--- config.mk ---
export PLATFORM = sky130hd
export DESIGN_NAME = const_source_bank
export DESIGN_NICKNAME = d
export VERILOG_FILES = /design/src/rtl/const_bank_pkg.sv /design/src/rtl/const_ramp_lane.sv /design/src/rtl/const_source_bank.sv
export SDC_FILE = /design/constraint.sdc
export NUM_CORES = 1
export LEC_CHECK = 0
export BUFFER_PORTS_ARGS = -buffer_cell sky130_fd_sc_hd__buf_2
export CORE_MARGIN = 3
export CORE_UTILIZATION = 45
export DETAILED_ROUTE_END_ITERATION = 8
export HOLD_SLACK_MARGIN = 0.08
export SYNTH_ARGS = -nofsm -noshare
export SYNTH_HDL_FRONTEND = slang
export SYNTH_HIERARCHICAL = 1
export SYNTH_SLANG_ARGS = --single-unit
--- constraint.sdc ---
create_clock -name clk -period 8.7 [get_ports clk]
set_clock_uncertainty 0.05 [all_clocks]
set_input_delay 0.87 -clock clk [delete_from_list [all_inputs] [get_ports clk]]
set_output_delay 0.87 -clock clk [all_outputs]
set_load 0.05 [all_outputs]
--- src/rtl/const_bank_pkg.sv ---
`default_nettype none
// ============================================================================
//  Module      : const_bank_pkg
//  Description : Shared types and helpers for the constant source bank.
//                - state_t      : controller state encoding (IDLE/LATCH/RAMP)
//                - ext_t        : wide working type for ramp arithmetic
//                - clog2        : constant-evaluable ceil(log2(n))
//                - step_toward  : next output value moving toward a target
//  Revision    : 1.0  initial release
// ============================================================================
package const_bank_pkg;

    // Widest channel supported. Ramp arithmetic is carried one bit wider so
    // that adding a step can never wrap back into range.
    localparam int MAX_W = 32;

    typedef logic [MAX_W:0] ext_t;

    typedef enum logic [1:0] {
        IDLE  = 2'd0,
        LATCH = 2'd1,
        RAMP  = 2'd2
    } state_t;

    // ceil(log2(n)); returns 0 for n <= 1.
    function automatic int clog2(input int n);
        int r;
        r = 0;
        for (int v = n - 1; v > 0; v = v >> 1) begin
            r = r + 1;
        end
        return r;
    endfunction

    // Move cur toward tgt by at most step, never past tgt.
    // step == 0 means "jump straight to the target".
    function automatic ext_t step_toward(input ext_t cur, input ext_t tgt,
                                         input ext_t step);
        ext_t d;
        ext_t s;
        d = (tgt > cur) ? (tgt - cur) : (cur - tgt);
        s = ((step == '0) || (step > d)) ? d : step;
        return (tgt > cur) ? (cur + s) : (cur - s);
    endfunction

endpackage : const_bank_pkg
`default_nettype wire

--- src/rtl/const_ramp_lane.sv ---
`default_nettype none
// ============================================================================
//  Module      : const_ramp_lane
//  Description : One channel of the constant source bank. Holds the shadow,
//                target and output registers for a single lane.
//  Ports       : clk, rst       clock / synchronous active-high reset
//                i_wr_en        load i_wr_data into the shadow register
//                i_wr_data      new shadow value
//                i_latch        copy shadow into target
//                i_step_en      advance output one step toward target
//                o_out          current output level
//                o_at_target    output equals target (combinational)
//                o_done_next    output will equal target after this step
//  Revision    : 1.0  initial release
// ============================================================================
module const_ramp_lane
    import const_bank_pkg::*;
#(
    parameter int WIDTH     = 8,
    parameter int RESET_VAL = 0,
    parameter int STEP      = 1
) (
    input  logic             clk,
    input  logic             rst,
    input  logic             i_wr_en,
    input  logic [WIDTH-1:0] i_wr_data,
    input  logic             i_latch,
    input  logic             i_step_en,
    output logic [WIDTH-1:0] o_out,
    output logic             o_at_target,
    output logic             o_done_next
);

    typedef logic [WIDTH-1:0] lane_t;

    localparam lane_t c_reset = lane_t'(RESET_VAL);

    lane_t r_shadow;
    lane_t r_target;
    lane_t r_out;
    lane_t w_next;

    // The wide result is always within [0, 2^WIDTH-1] because it lies between
    // r_out and r_target, so the truncation is lossless.
    assign w_next = lane_t'(step_toward(ext_t'(r_out), ext_t'(r_target),
                                        ext_t'(STEP)));

    always_ff @(posedge clk) begin
        if (rst) begin
            r_shadow <= c_reset;
            r_target <= c_reset;
            r_out    <= c_reset;
        end else begin
            if (i_wr_en) begin
                r_shadow <= i_wr_data;
            end
            // Target samples the shadow value from before this edge, so a
            // write in the same cycle lands only in the shadow.
            if (i_latch) begin
                r_target <= r_shadow;
            end
            if (i_step_en) begin
                r_out <= w_next;
            end
        end
    end

    assign o_out       = r_out;
    assign o_at_target = (r_out == r_target);
    assign o_done_next = (w_next == r_target);

endmodule : const_ramp_lane
`default_nettype wire

--- src/rtl/const_source_bank.sv ---
`default_nettype none
// ============================================================================
//  Module      : const_source_bank
//  Description : Multi-channel programmable constant source. Writes go to
//                per-channel shadow registers; a commit pulse retargets all
//                channels at once and outputs either jump (STEP=0) or slew by
//                STEP per clock toward the new targets.
//  Ports       : clk, rst       clock / synchronous active-high reset
//                wr_valid       write request
//                wr_ready       write accepted (low only while latching)
//                wr_addr        channel index; out-of-range writes are dropped
//                wr_data        new shadow value
//                commit         shadow -> target for all channels
//                busy           latching or ramping
//                out_val        channel i at [i*WIDTH +: WIDTH]
//                at_target      per-channel output == target
//  Revision    : 1.0  initial release
// ============================================================================
module const_source_bank
    import const_bank_pkg::*;
#(
    parameter int WIDTH     = 8,
    parameter int CHANNELS  = 4,
    parameter int RESET_VAL = 0,
    parameter int STEP      = 1,
    parameter int AW        = (clog2(CHANNELS) < 1) ? 1 : clog2(CHANNELS)
) (
    input  logic                      clk,
    input  logic                      rst,
    input  logic                      wr_valid,
    output logic                      wr_ready,
    input  logic [AW-1:0]             wr_addr,
    input  logic [WIDTH-1:0]          wr_data,
    input  logic                      commit,
    output logic                      busy,
    output logic [CHANNELS*WIDTH-1:0] out_val,
    output logic [CHANNELS-1:0]       at_target
);

    localparam bit c_jump = (STEP == 0);

    state_t              r_state;
    logic                r_busy;

    logic                w_wr_fire;
    logic                w_latch;
    logic                w_step_en;
    logic                w_all_done;
    logic [CHANNELS-1:0] w_done_next;

    assign wr_ready  = (r_state != LATCH);
    assign w_wr_fire = wr_valid && wr_ready;

    // Commit is honoured from IDLE and RAMP; in LATCH it is ignored.
    assign w_latch = commit && ((r_state == IDLE) || (r_state == RAMP));

    // Jump mode updates outputs on the LATCH edge. Ramp mode steps in RAMP,
    // except on a retarget edge, where the output holds so the new ramp
    // starts from the value that was visible when commit was seen.
    assign w_step_en = c_jump ? (r_state == LATCH)
                              : ((r_state == RAMP) && !commit);

    assign w_all_done = &w_done_next;

    // ------------------------------------------------------------------
    // Lanes
    // ------------------------------------------------------------------
    generate
        for (genvar i = 0; i < CHANNELS; i++) begin : g_lane
            logic w_wr_en;

            // Addresses >= CHANNELS match no lane, so the write is
            // accepted and silently dropped.
            assign w_wr_en = w_wr_fire && (wr_addr == AW'(i));

            const_ramp_lane #(
                .WIDTH     (WIDTH),
                .RESET_VAL (RESET_VAL),
                .STEP      (STEP)
            ) u_lane (
                .clk         (clk),
                .rst         (rst),
                .i_wr_en     (w_wr_en),
                .i_wr_data   (wr_data),
                .i_latch     (w_latch),
                .i_step_en   (w_step_en),
                .o_out       (out_val[i*WIDTH +: WIDTH]),
                .o_at_target (at_target[i]),
                .o_done_next (w_done_next[i])
            );
        end
    endgenerate

    // ------------------------------------------------------------------
    // Controller
    // ------------------------------------------------------------------
    always_ff @(posedge clk) begin
        if (rst) begin
            r_state <= IDLE;
            r_busy  <= 1'b0;
        end else begin
            case (r_state)
                IDLE: begin
                    if (commit) begin
                        r_state <= LATCH;
                        r_busy  <= 1'b1;
                    end
                end
                LATCH: begin
                    if (c_jump) begin
                        r_state <= IDLE;
                        r_busy  <= 1'b0;
                    end else begin
                        r_state <= RAMP;
                        r_busy  <= 1'b1;
                    end
                end
                RAMP: begin
                    if (commit) begin
                        r_state <= LATCH;
                        r_busy  <= 1'b1;
                    end else if (w_all_done) begin
                        // Leave on the same edge that lands the last step.
                        r_state <= IDLE;
                        r_busy  <= 1'b0;
                    end
                end
                default: begin
                    r_state <= IDLE;
                    r_busy  <= 1'b0;
                end
            endcase
        end
    end

    assign busy = r_busy;

endmodule : const_source_bank
`default_nettype wire

==> results of run 1 <==
==> cells in the mapped netlist, drive strengths merged (13+ instances only) <==
master and instances:
nor2 136, inv 108, dfxtp 99, ha 96
mux2i 92, xnor2 58, a21oi 50, nand2 32
nand2b 29, o21ai 28, clkbuf 27, nand3 27
nor2b 22, buf 20, a21o 19, nand4 19
nor3 16, nor4 16, o21a 15, a211oi 13
or3 13, xor2 13
==> area by class of cell <==
class                           instances  area, um^2  area share (%)
Sequential cell                        99        1980            19.9
Multi-Input combinational cell        845        6580            66.2
Clock inverter                          5        85.1           0.856
Timing Repair Buffer                   57         303            3.05
Tap cell                              265         332            3.34
Clock buffer                           11         253            2.54
Inverter                              108         405            4.08
==> worst reg2reg max path: stages (launching register included) <==
cell	delay (ps)
dfxtp_1	410
inv_1	170
fa_1	490
a21o_1	200
a221oi_2	220
mux2_1	170
nand4_1	140
nor4_1	660
nand2_1	160
o41ai_1	100
ha_1	290
and2_1	170
inv_1	60
ha_1	210
a21o_1	170
a211o_1	300
a31oi_1	500
xnor3_1	450
nor4_2	290
nand4_1	180
o21bai_1	160
a211oi_1	80
==> cell families after synthesis <==
group | count (synthesis) | share of synthesized area [%]
AO/OA/AOI/OAI | 214 | 17.7
XOR/XNOR | 74 | 7.65
adder cells (fa/ha/maj) | 108 | 15.6
buffers and inverters | 155 | 7.19
flip-flops | 99 | 21.5
multiplexers | 95 | 10.4
other | 4 | 0.163
AND/OR/NAND/NOR | 350 | 19.8
==> path summary, 6_finish.rpt <==
kind,to,slack (ps),depth (start not counted)
setup / recovery,busy,2940,21
hold / removal,busy,420,1
setup reg to reg,busy,2940,21
hold reg to reg,busy,420,1
==> sequential cells by signal (all words and copies together) (netlist names) <==
| register | count |
|---|---|
| g_lane.u_lane/r_target | 32 |
| g_lane.u_lane/o_out | 32 |
| busy | 1 |
| r_state | 2 |
| g_lane.u_lane/r_shadow | 32 |
==> where the power goes <==
part / switching, mW / internal [mW]
combinational: 1.28 / 1.03
sequential: 0.0352 / 0.478
clock: 0.178 / 0.269
total: 1.49 / 1.78
==> stage by stage <==
stage | area [um^2] | util (%)
after global routing | 9940 | 50.3
after detailed placement | 9600 | 48.5
after floorplan | 9210 | -
after CTS | 9940 | 50.3
after global placement | 9600 | 48.5
final | 9940 | 50.3
==> placed cells by master (no fill, tap or decap), drive strengths merged, types with 11 or more instances in the layout <==
cell type / count
inv: 108
nand4: 19
nand3: 27
a21o: 19
fa: 12
nor2b: 22
nor3b: 12
nand2b: 29
xor2: 13
and2: 11
nand2: 32
dfxtp: 99
nor3: 16
o21ai: 28
or3: 13
o21a: 15
mux2i: 92
ha: 96
buf: 57
a211oi: 13
clkbuf: 11
nor4: 16
nor2: 136
xnor2: 58
a21oi: 50
==> layer usage <==
metal  GRT usage, %  wire (um)
met1           28.5      11000
met5              0          0
met2           32.4      10000
met4           4.71        323
met3           2.73        620
==> summary.txt, run 1 <==
Global route
  – Vias in the first global route: 7151
  – GRT Util Overall: 20.1%
  – Largest net degree at the start of global routing: 58
  – Initial antenna violation count: 0
  – Remaining Overflow, GRT: 0
  – First-pass GRT wire length: 36700 um

Power and ir drop
  – Peak VDD IR: 0.196 mV
  – Power Dens Cells: 329 mW/mm^2
  – Total power: 3.27 mW
  – LEAKAGE: 4.07 nW

Detailed routing
  – Drt pass-1 iters: 5
  – WL final: 22000 um
  – Routed Antenna Nets: 0
  – Drt wl/cell: 15.8 um
  – Via count: 7607
  – Iteration-0 DRC Markers: 328
  – Via/cell ratio: 5.47
  – DRC viols: 0

Floorplanning
  – Floorplan core area: 0.0198 mm^2
  – Die footprint: 0.0222 mm^2
  – Starting density of the core: 46.6%
  – IO Pins: 52
  – Die Wd: 149 um
  – FP Rows: 51
  – Die Ht: 149 um

Clocking
  – CTS clk-pin slew, worst paths: 70 ps
  – CTS tree: built
  – Largest buffer count on any clock path: 2
  – # hold bufs at CTS: 0
  – CTS root buf: clkbuf_16
  – Postcts setup bufs: 0
  – CTS buffer count: 9
  – Cts repair resizes: 0
  – CTS sink count: 99
  – Worst skew pair latency: 350 ps
  – H-tree level count: 3

Setup path
  – Buf+Inv Stages, Crit Path: 2
  – Worst-path cell chain: inv_1 > fa_1 > a21o_1 > a221oi_2 > mux2_1 > nand4_1 > nor4_1 > nand2_1 > o41ai_1 > ha_1 > and2_1 > inv_1 > ha_1 > a21o_1 > a211o_1 > a31oi_1 > xnor3_1 > nor4_2 > nand4_1 > o21bai_1 > a211oi_1
  – Worst path slowest cell: nor4_1
  – Critical path class: reg -> reg
  – Critical R2R Launch: g_lane[1].u_lane/o_out[1]
  – Critical path's top delay family: compound AO/OA/AOI/OAI gates
  – CP Max Fanout: 7
  – Worst path max stage delay: 660 ps
  – CP endpoint kind: register
  – Worst setup SP type: register
  – WP data arrival: 5910 ps
  – Data required, critical path: 8850 ps
  – Worst Setup SP: g_lane[1].u_lane/o_out[1]

Yosys
  – Top cells by area, synth: dfxtp_1, ha_1, mux2i_1
  – Post-Synthesis Cells: 1099
  – EDFF count, synth: 0
  – Synth Net Count: 1221
  – Yosys cell types: 87
  – Mean Syn Cell Area: 8.38 um^2
  – Prevailing post-synth register cell: dfxtp_1
  – Cell Area, Synth: 0.00921 mm^2
  – Synth Register Bits: 99
  – Warnings from Yosys: 6
  – Ys async rst share: 0%
  – Seq/Total Area, Yosys: 21.5%
  – Yosys top cell by area: dfxtp_1
  – Top-area cell type share of the netlist area: 21.5%

Place
  – Placed cells: 1374
  – DP HPWL: 17000 um
  – # port buffers: 51
  – Placement Setup Slack: 2940 ps
  – RD Place Congestion: 0.880

Layout
  – Nets: 1242
  – Area Overhead vs Synth: 7.92%
  – Number of fillers in the final layout: 1957
  – Share of cells above drive strength 1: 10.8%
  – # diodes: 0
  – Post-Layout Cell Count: 1390

Run
  – Max_cap viols: 0

Timing
  – Final worst slack: 2940 ps
  – Crit share post-route: 66.2%
  – Final Max Slew Viols: 0
  – # setup viols final: 0
  – Hold Slack: 416 ps
  – Worst rel slew slack: 38.6%
  – Minimum clock period: 5760 ps
  – RSZ-0062 raised after global routing: no
  – Slew @ Worst Pin: 918 ps
  – F_max: 174 MHz
  – Final Hold Viols: 0
  – TNS Setup: 0 ps

Hold path
  – Worst min-delay path class: reg -> reg
  – Hold Startpoint: r_state[1]

Status
  – Status: finished clean
Power figures use the tool's default switching activity.
==> run 2, diff against run 1 <==
- clock period: 8.7 -> 6 ns (I/O delays scaled with it)
==> summary.txt, run 2 (synthesis gave the netlist of run 1 again) <==
Detailed routing
  – Via count: 7586 (-0.28%)
  – DRC viols: 0 (unchanged)
  – Iteration-0 DRC Markers: 355 (+8.2%)
  – Via/cell ratio: 5.44 (-0.63%)
  – Drt pass-1 iters: 5 (unchanged)
  – Routed Antenna Nets: 0 (unchanged)
  – Drt wl/cell: 15.6 um (-1.4%)
  – WL final: 21700 um (-1.1%)

Power and ir drop
  – Total power: 4.75 mW (+45%)
  – Power Dens Cells: 477 mW/mm^2 (+45%)
  – Peak VDD IR: 0.261 mV (+33%)
  – LEAKAGE: 4.08 nW (+0.25%)

Clocking
  – Postcts setup bufs: 0 (unchanged)
  – CTS clk-pin slew, worst paths: 70 ps (about the same)
  – CTS tree: built
  – Worst skew pair latency: 350 ps (about the same)
  – CTS root buf: clkbuf_16
  – H-tree level count: 3 (unchanged)
  – CTS sink count: 99 (unchanged)
  – CTS buffer count: 9 (unchanged)
  – # hold bufs at CTS: 0 (unchanged)
  – Largest buffer count on any clock path: 2 (unchanged)

Global route
  – Initial antenna violation count: 1 (+1)
  – Largest net degree at the start of global routing: 56 (-3.4%)
  – Vias in the first global route: 7213 (+0.87%)
  – First-pass GRT wire length: 36300 um (-1.0%)
  – GRT Util Overall: 19.8% (-0.21 points)
  – Remaining Overflow, GRT: 0 (unchanged)

Setup path
  – CP Max Fanout: 5 (-2)
  – Data required, critical path: 6170 ps (-2680 ps)
  – Worst setup SP type: register
  – WP data arrival: 5690 ps (-220 ps)
  – CP endpoint kind: register
  – Critical path class: reg -> reg

Floorplanning
  – FP Rows: 51 (unchanged)
  – Die footprint: 0.0222 mm^2 (unchanged)
  – Die Ht: 149 um (unchanged)
  – Floorplan core area: 0.0198 mm^2 (unchanged)
  – IO Pins: 52 (unchanged)
  – Starting density of the core: 46.6% (unchanged)
  – Die Wd: 149 um (unchanged)

Place
  – # port buffers: 51 (unchanged)
  – RD Place Congestion: 0.821 (-6.7%)
  – DP HPWL: 16900 um (-0.93%)

Timing
  – # setup viols final: 0 (unchanged)
  – Minimum clock period: 5520 ps (-237 ps)
  – RSZ-0062 raised after global routing: no
  – Crit share post-route: 92.1% (+26 points)
  – Worst rel slew slack: 38.1% (-0.43 points)
  – Final Hold Viols: 0 (unchanged)
  – TNS Setup: 0 ps (unchanged)
  – F_max: 181 MHz (+4.3%)
  – Final Max Slew Viols: 0 (unchanged)
  – Slew @ Worst Pin: 925 ps (+6.36 ps)

Status
  – Status: finished clean

Layout
  – Most frequent cells in the layout: nor2_1, inv_1, dfxtp_1
  – Post-layout util: 50.4% (+0.14 points)
  – Nets: 1246 (+0.32%)
  – Share of cells above drive strength 1: 11.4% (+0.67 points)
  – Area Overhead vs Synth: 8.22%
  – Most common library cell in the layout ignoring fill and taps: nor2_1

Run
  – Max_cap viols: 0 (unchanged)

Hold path
  – Worst min-delay path class: reg -> reg
run 2: cell count changes in the layout (fill, tap and decap cells not counted), sizes merged:
cell | previous run | this run
clkbuf | 11 | 9
bufinv | 2 | 1
clkinvlp | 1 | 0
clkinv | 2 | 1
inv | 108 | 113
diode | 0 | 1
buf | 57 | 61
run 2: layout make-up:
| cell class | instances | area, um^2 |
|---|---|---|
| Fill cell | 1966 | 9810 |
| Clock buffer | 9 | 225 |
| Clock inverter | 7 | 81.3 |
| Inverter | 108 | 405 |
| Multi-Input combinational cell | 845 | 6610 |
| Tap cell | 265 | 332 |
| Antenna cell | 1 | 2.50 |
| Timing Repair Buffer | 61 | 333 |
| Sequential cell | 99 | 1980 |
run 2: power breakdown:
| group | switching (mW) | internal [mW] | leakage, nW | total, mW |
|---|---|---|---|---|
| clock network | 0.277 | 0.332 | 0.153 | 0.608 |
| registers | 0.0527 | 0.693 | 0.802 | 0.746 |
| logic | 1.86 | 1.53 | 3.12 | 3.40 |
run 2: path summary, 6_finish.rpt:
path	slack, ps	to	startpoint	cells past startpoint
max	480	busy	g_lane[3].u_lane/o_out[1]	21
min	420	busy	r_state[1]	1
min reg2reg	420	busy	r_state[1]	1
max reg2reg	480	busy	g_lane[3].u_lane/o_out[1]	21
run 2: metrics by stage:
stage / worst slack, ps / hold slack (ps) / std cells / area (um^2)
4_1_cts: 270 / 420 / 1394 / 9940
3_3_place_gp: 318 / 404 / 1378 / 9640
6_report: 476 / 421 / 1395 / 9970
5_1_grt: 20.7 / 443 / 1395 / 9970
3_5_place_dp: 287 / 409 / 1378 / 9640
2_1_floorplan: 412 / 362 / 1099 / 9220
run 2: timing repair:
item                       in CTS  in global routing
setup endpoints to repair       0                  2
resized for setup               0                  5
hold endpoints to repair        0                  0
run 2: layer usage:
layer	track usage, %	wire length, um
met5	0	0
met4	4.67	301
met3	2.55	566
met2	31.7	9880
met1	28.6	11000
run 2: worst max-delay path, stage by stage, from the launching register on:
cell       delay (ps)
dfxtp_1           420
inv_1             170
ha_1              380
nand2b_1          100
a21oi_1           110
o31a_1            270
o21a_1            180
or3_1             300
a211oi_1          330
o221a_2           240
ha_1              210
and2_1            180
fa_1              500
xnor2_1           170
a2111oi_1         360
o311ai_0          200
a221oi_1          250
nand3_1           160
a2111oi_4         420
nand4_1           160
o21bai_1          160
a211oi_1           80
==> run 3, diff against run 2 <==
- clock period: 6 -> 4.6 ns (I/O delays scaled with it)
==> summary.txt, run 3 (synthesis gave the netlist of run 1 again) <==
Status
  – Status: finished with violations
  – Failing checks: setup timing

Power and ir drop
  – LEAKAGE: 5.48 nW (+34%)
  – Power Dens Cells: 640 mW/mm^2 (+34%)
  – Peak VDD IR: 0.545 mV (+110%)

Timing
  – Hold Slack: 395 ps (-25.7 ps)
  – # setup viols final: 2 (+2)
  – Final worst slack: -431 ps (-907 ps)
  – Crit share post-route: 109% (+17 points)
  – TNS Setup: -750 ps (-750 ps)
  – Slew @ Worst Pin: 1050 ps (+130 ps)
  – Worst rel slew slack: 29.5% (-8.7 points)
  – Minimum clock period: 5030 ps (-493 ps)
  – RSZ-0062 raised after global routing: yes
  – F_max: 199 MHz (+9.8%)
  – Final Max Slew Viols: 0 (unchanged)
  – Final Hold Viols: 0 (unchanged)

Detailed routing
  – DRC viols: 0 (unchanged)
  – Iteration-0 DRC Markers: 380 (+7.0%)
  – Via/cell ratio: 5.21 (-4.2%)
  – WL final: 25100 um (+15%)
  – Drt pass-1 iters: 5 (unchanged)
  – Drt wl/cell: 15.2 um (-2.5%)
  – Routed Antenna Nets: 0 (unchanged)
  – Via count: 8598 (+13%)

Clocking
  – CTS buffer count: 9 (unchanged)
  – CTS tree: built
  – H-tree level count: 3 (unchanged)
  – # hold bufs at CTS: 0 (unchanged)
  – Largest buffer count on any clock path: 2 (unchanged)
  – CTS sink count: 99 (unchanged)
  – Worst skew pair latency: 360 ps (about the same)
  – CTS clk-pin slew, worst paths: 80 ps (about the same)
  – CTS root buf: clkbuf_16

Place
  – # port buffers: 51 (unchanged)
  – Area post-placement: 0.0117 mm^2 (+22%)
  – RD Place Congestion: 0.912 (+11%)
  – DP HPWL: 19700 um (+17%)
  – Placed cells: 1621 (+18%)

Layout
  – Final Cell Area: 0.0124 mm^2 (+25%)
  – Multi-input logic area: 0.00708 mm^2 (+7.1%)
  – Register area: 0.00207 mm^2 (+4.5%)
  – Post-layout util: 62.9% (+12 points)
  – Nets: 1502 (+21%)
  – Share of cells above drive strength 1: 36.3% (+25 points)
  – Most common library cell in the layout ignoring fill and taps: buf_4
  – Post-Layout Cell Count: 1650 (+18%)
  – # diodes: 0 (-1)
  – Number of fillers in the final layout: 1758 (-11%)
  – Most frequent cells in the layout: buf_4, nor2_1, inv_1
  – Area Overhead vs Synth: 35.0%

Global route
  – Largest net degree at the start of global routing: 60 (+7.1%)
  – GRT Util Overall: 22.6% (+2.8 points)
  – Vias in the first global route: 8396 (+16%)
  – Remaining Overflow, GRT: 0 (unchanged)
  – First-pass GRT wire length: 41100 um (+13%)
  – Initial antenna violation count: 0 (-1)

Setup path
  – Worst-path cell chain: buf_4 > ha_4 > fa_2 > nor2b_2 > o21ai_2 > and2_4 > xnor2_1 > o22a_1 > nor4_2 > o221ai_2 > a21boi_1 > ha_1 > and2_4 > fa_2 > xnor2_1 > a211oi_1 > o311ai_1 > nor3_1 > o311ai_1 > nor4_2 > nand4_1 > o21bai_1 > a211oi_1
  – Critical R2R Launch: g_lane[0].u_lane/r_target[0]
  – Worst setup SP type: register
  – Reg-to-reg setup timing slack: -430 ps (-910 ps)
  – Worst path max stage delay: 580 ps (+80 ps)
  – CP Max Fanout: 2 (-3)
  – Critical path class: reg -> reg
  – WP data arrival: 5190 ps (-500 ps)
  – Data required, critical path: 4760 ps (-1410 ps)
  – Worst r2r dst: busy
  – CP endpoint kind: register
  – Worst Reg-to-Reg Cells: 23 (+9.5%)
  – Worst path slowest cell: fa_2

Run
  – Max_cap viols: 0 (unchanged)

Floorplanning
  – Die Wd: 149 um (unchanged)
  – FP Rows: 51 (unchanged)
  – IO Pins: 52 (unchanged)
  – Die Ht: 149 um (unchanged)
  – Starting density of the core: 46.6% (unchanged)
  – Floorplan core area: 0.0198 mm^2 (unchanged)
  – Die footprint: 0.0222 mm^2 (unchanged)

Hold path
  – Hold EP: g_lane[3].u_lane/r_shadow[3]
  – Worst min-delay path class: in -> reg
  – Hold depth: 3 (+2)
  – Hold Startpoint: wr_data[3]
-- run 3: stage by stage --
| step | power (mW) | setup WS [ps] |
|---|---|---|
| 6_report | 7.96 | -431 |
| 3_3_place_gp | 6.69 | -473 |
| 3_5_place_dp | 6.75 | -614 |
| 2_1_floorplan | 4.78 | -0.274 |
| 5_1_grt | 8.59 | -671 |
| 4_1_cts | 7.77 | -458 |
-- run 3: worst max path at each step --
stage | end | startpoint | cells past startpoint | slack [ps]
after floorplan | busy | g_lane[3].u_lane/o_out[6] | 20 | -0.3
after global placement | busy | g_lane[1].u_lane/r_target[0] | 24 | -470
after detailed placement | busy | g_lane[1].u_lane/r_target[0] | 24 | -610
after CTS | busy | g_lane[1].u_lane/r_target[0] | 24 | -460
after global routing | busy | g_lane[3].u_lane/o_out[0] | 23 | -670
final | busy | g_lane[0].u_lane/r_target[0] | 23 | -430
-- run 3: worst max-delay path: cells and delay by family (launching register included) --
| kind | cells | cell delay, ps |
|---|---|---|
| AND/OR/NAND/NOR | 7 | 1440 |
| adder cells (fa/ha/maj) | 4 | 1340 |
| flip-flops | 1 | 330 |
| AO/OA/AOI/OAI | 9 | 1380 |
| XOR/XNOR | 2 | 200 |
| buffers and inverters | 1 | 140 |
-- run 3: where the power goes --
part / total [mW] / internal (mW) / switching, mW
Combinational: 6.28 / 3.27 / 3.01
Sequential: 0.937 / 0.907 / 0.0300
Clock: 0.749 / 0.376 / 0.372
Total: 7.96 / 4.55 / 3.41
-- run 3: routing by layer --
layer,GRT usage (%),up-vias,wire (um)
met4,5.72,0,331
met2,38.2,129,12000
li1,-,4425,-
met3,2.13,24,605
met1,31.2,4020,12100
met5,0,-,0
-- run 3: final cells by class --
type | instances | share of cell area [%]
tap | 265 | 2.67
sequential | 99 | 16.7
clock inverter | 7 | 0.453
timing repair buffer | 317 | 18.2
inverter | 108 | 3.32
multi-input combinational | 845 | 56.9
clock buffer | 9 | 1.81
-- run 3: what timing repair did --
item / in CTS / in global routing
gates cloned: 0 / 0
hold endpoints to repair: 0 / 0
endpoints found under the setup margin: 2 / 9
setup buffers: 8 / 5
gates resized for setup: 28 / 54
pin swaps: 34 / 31
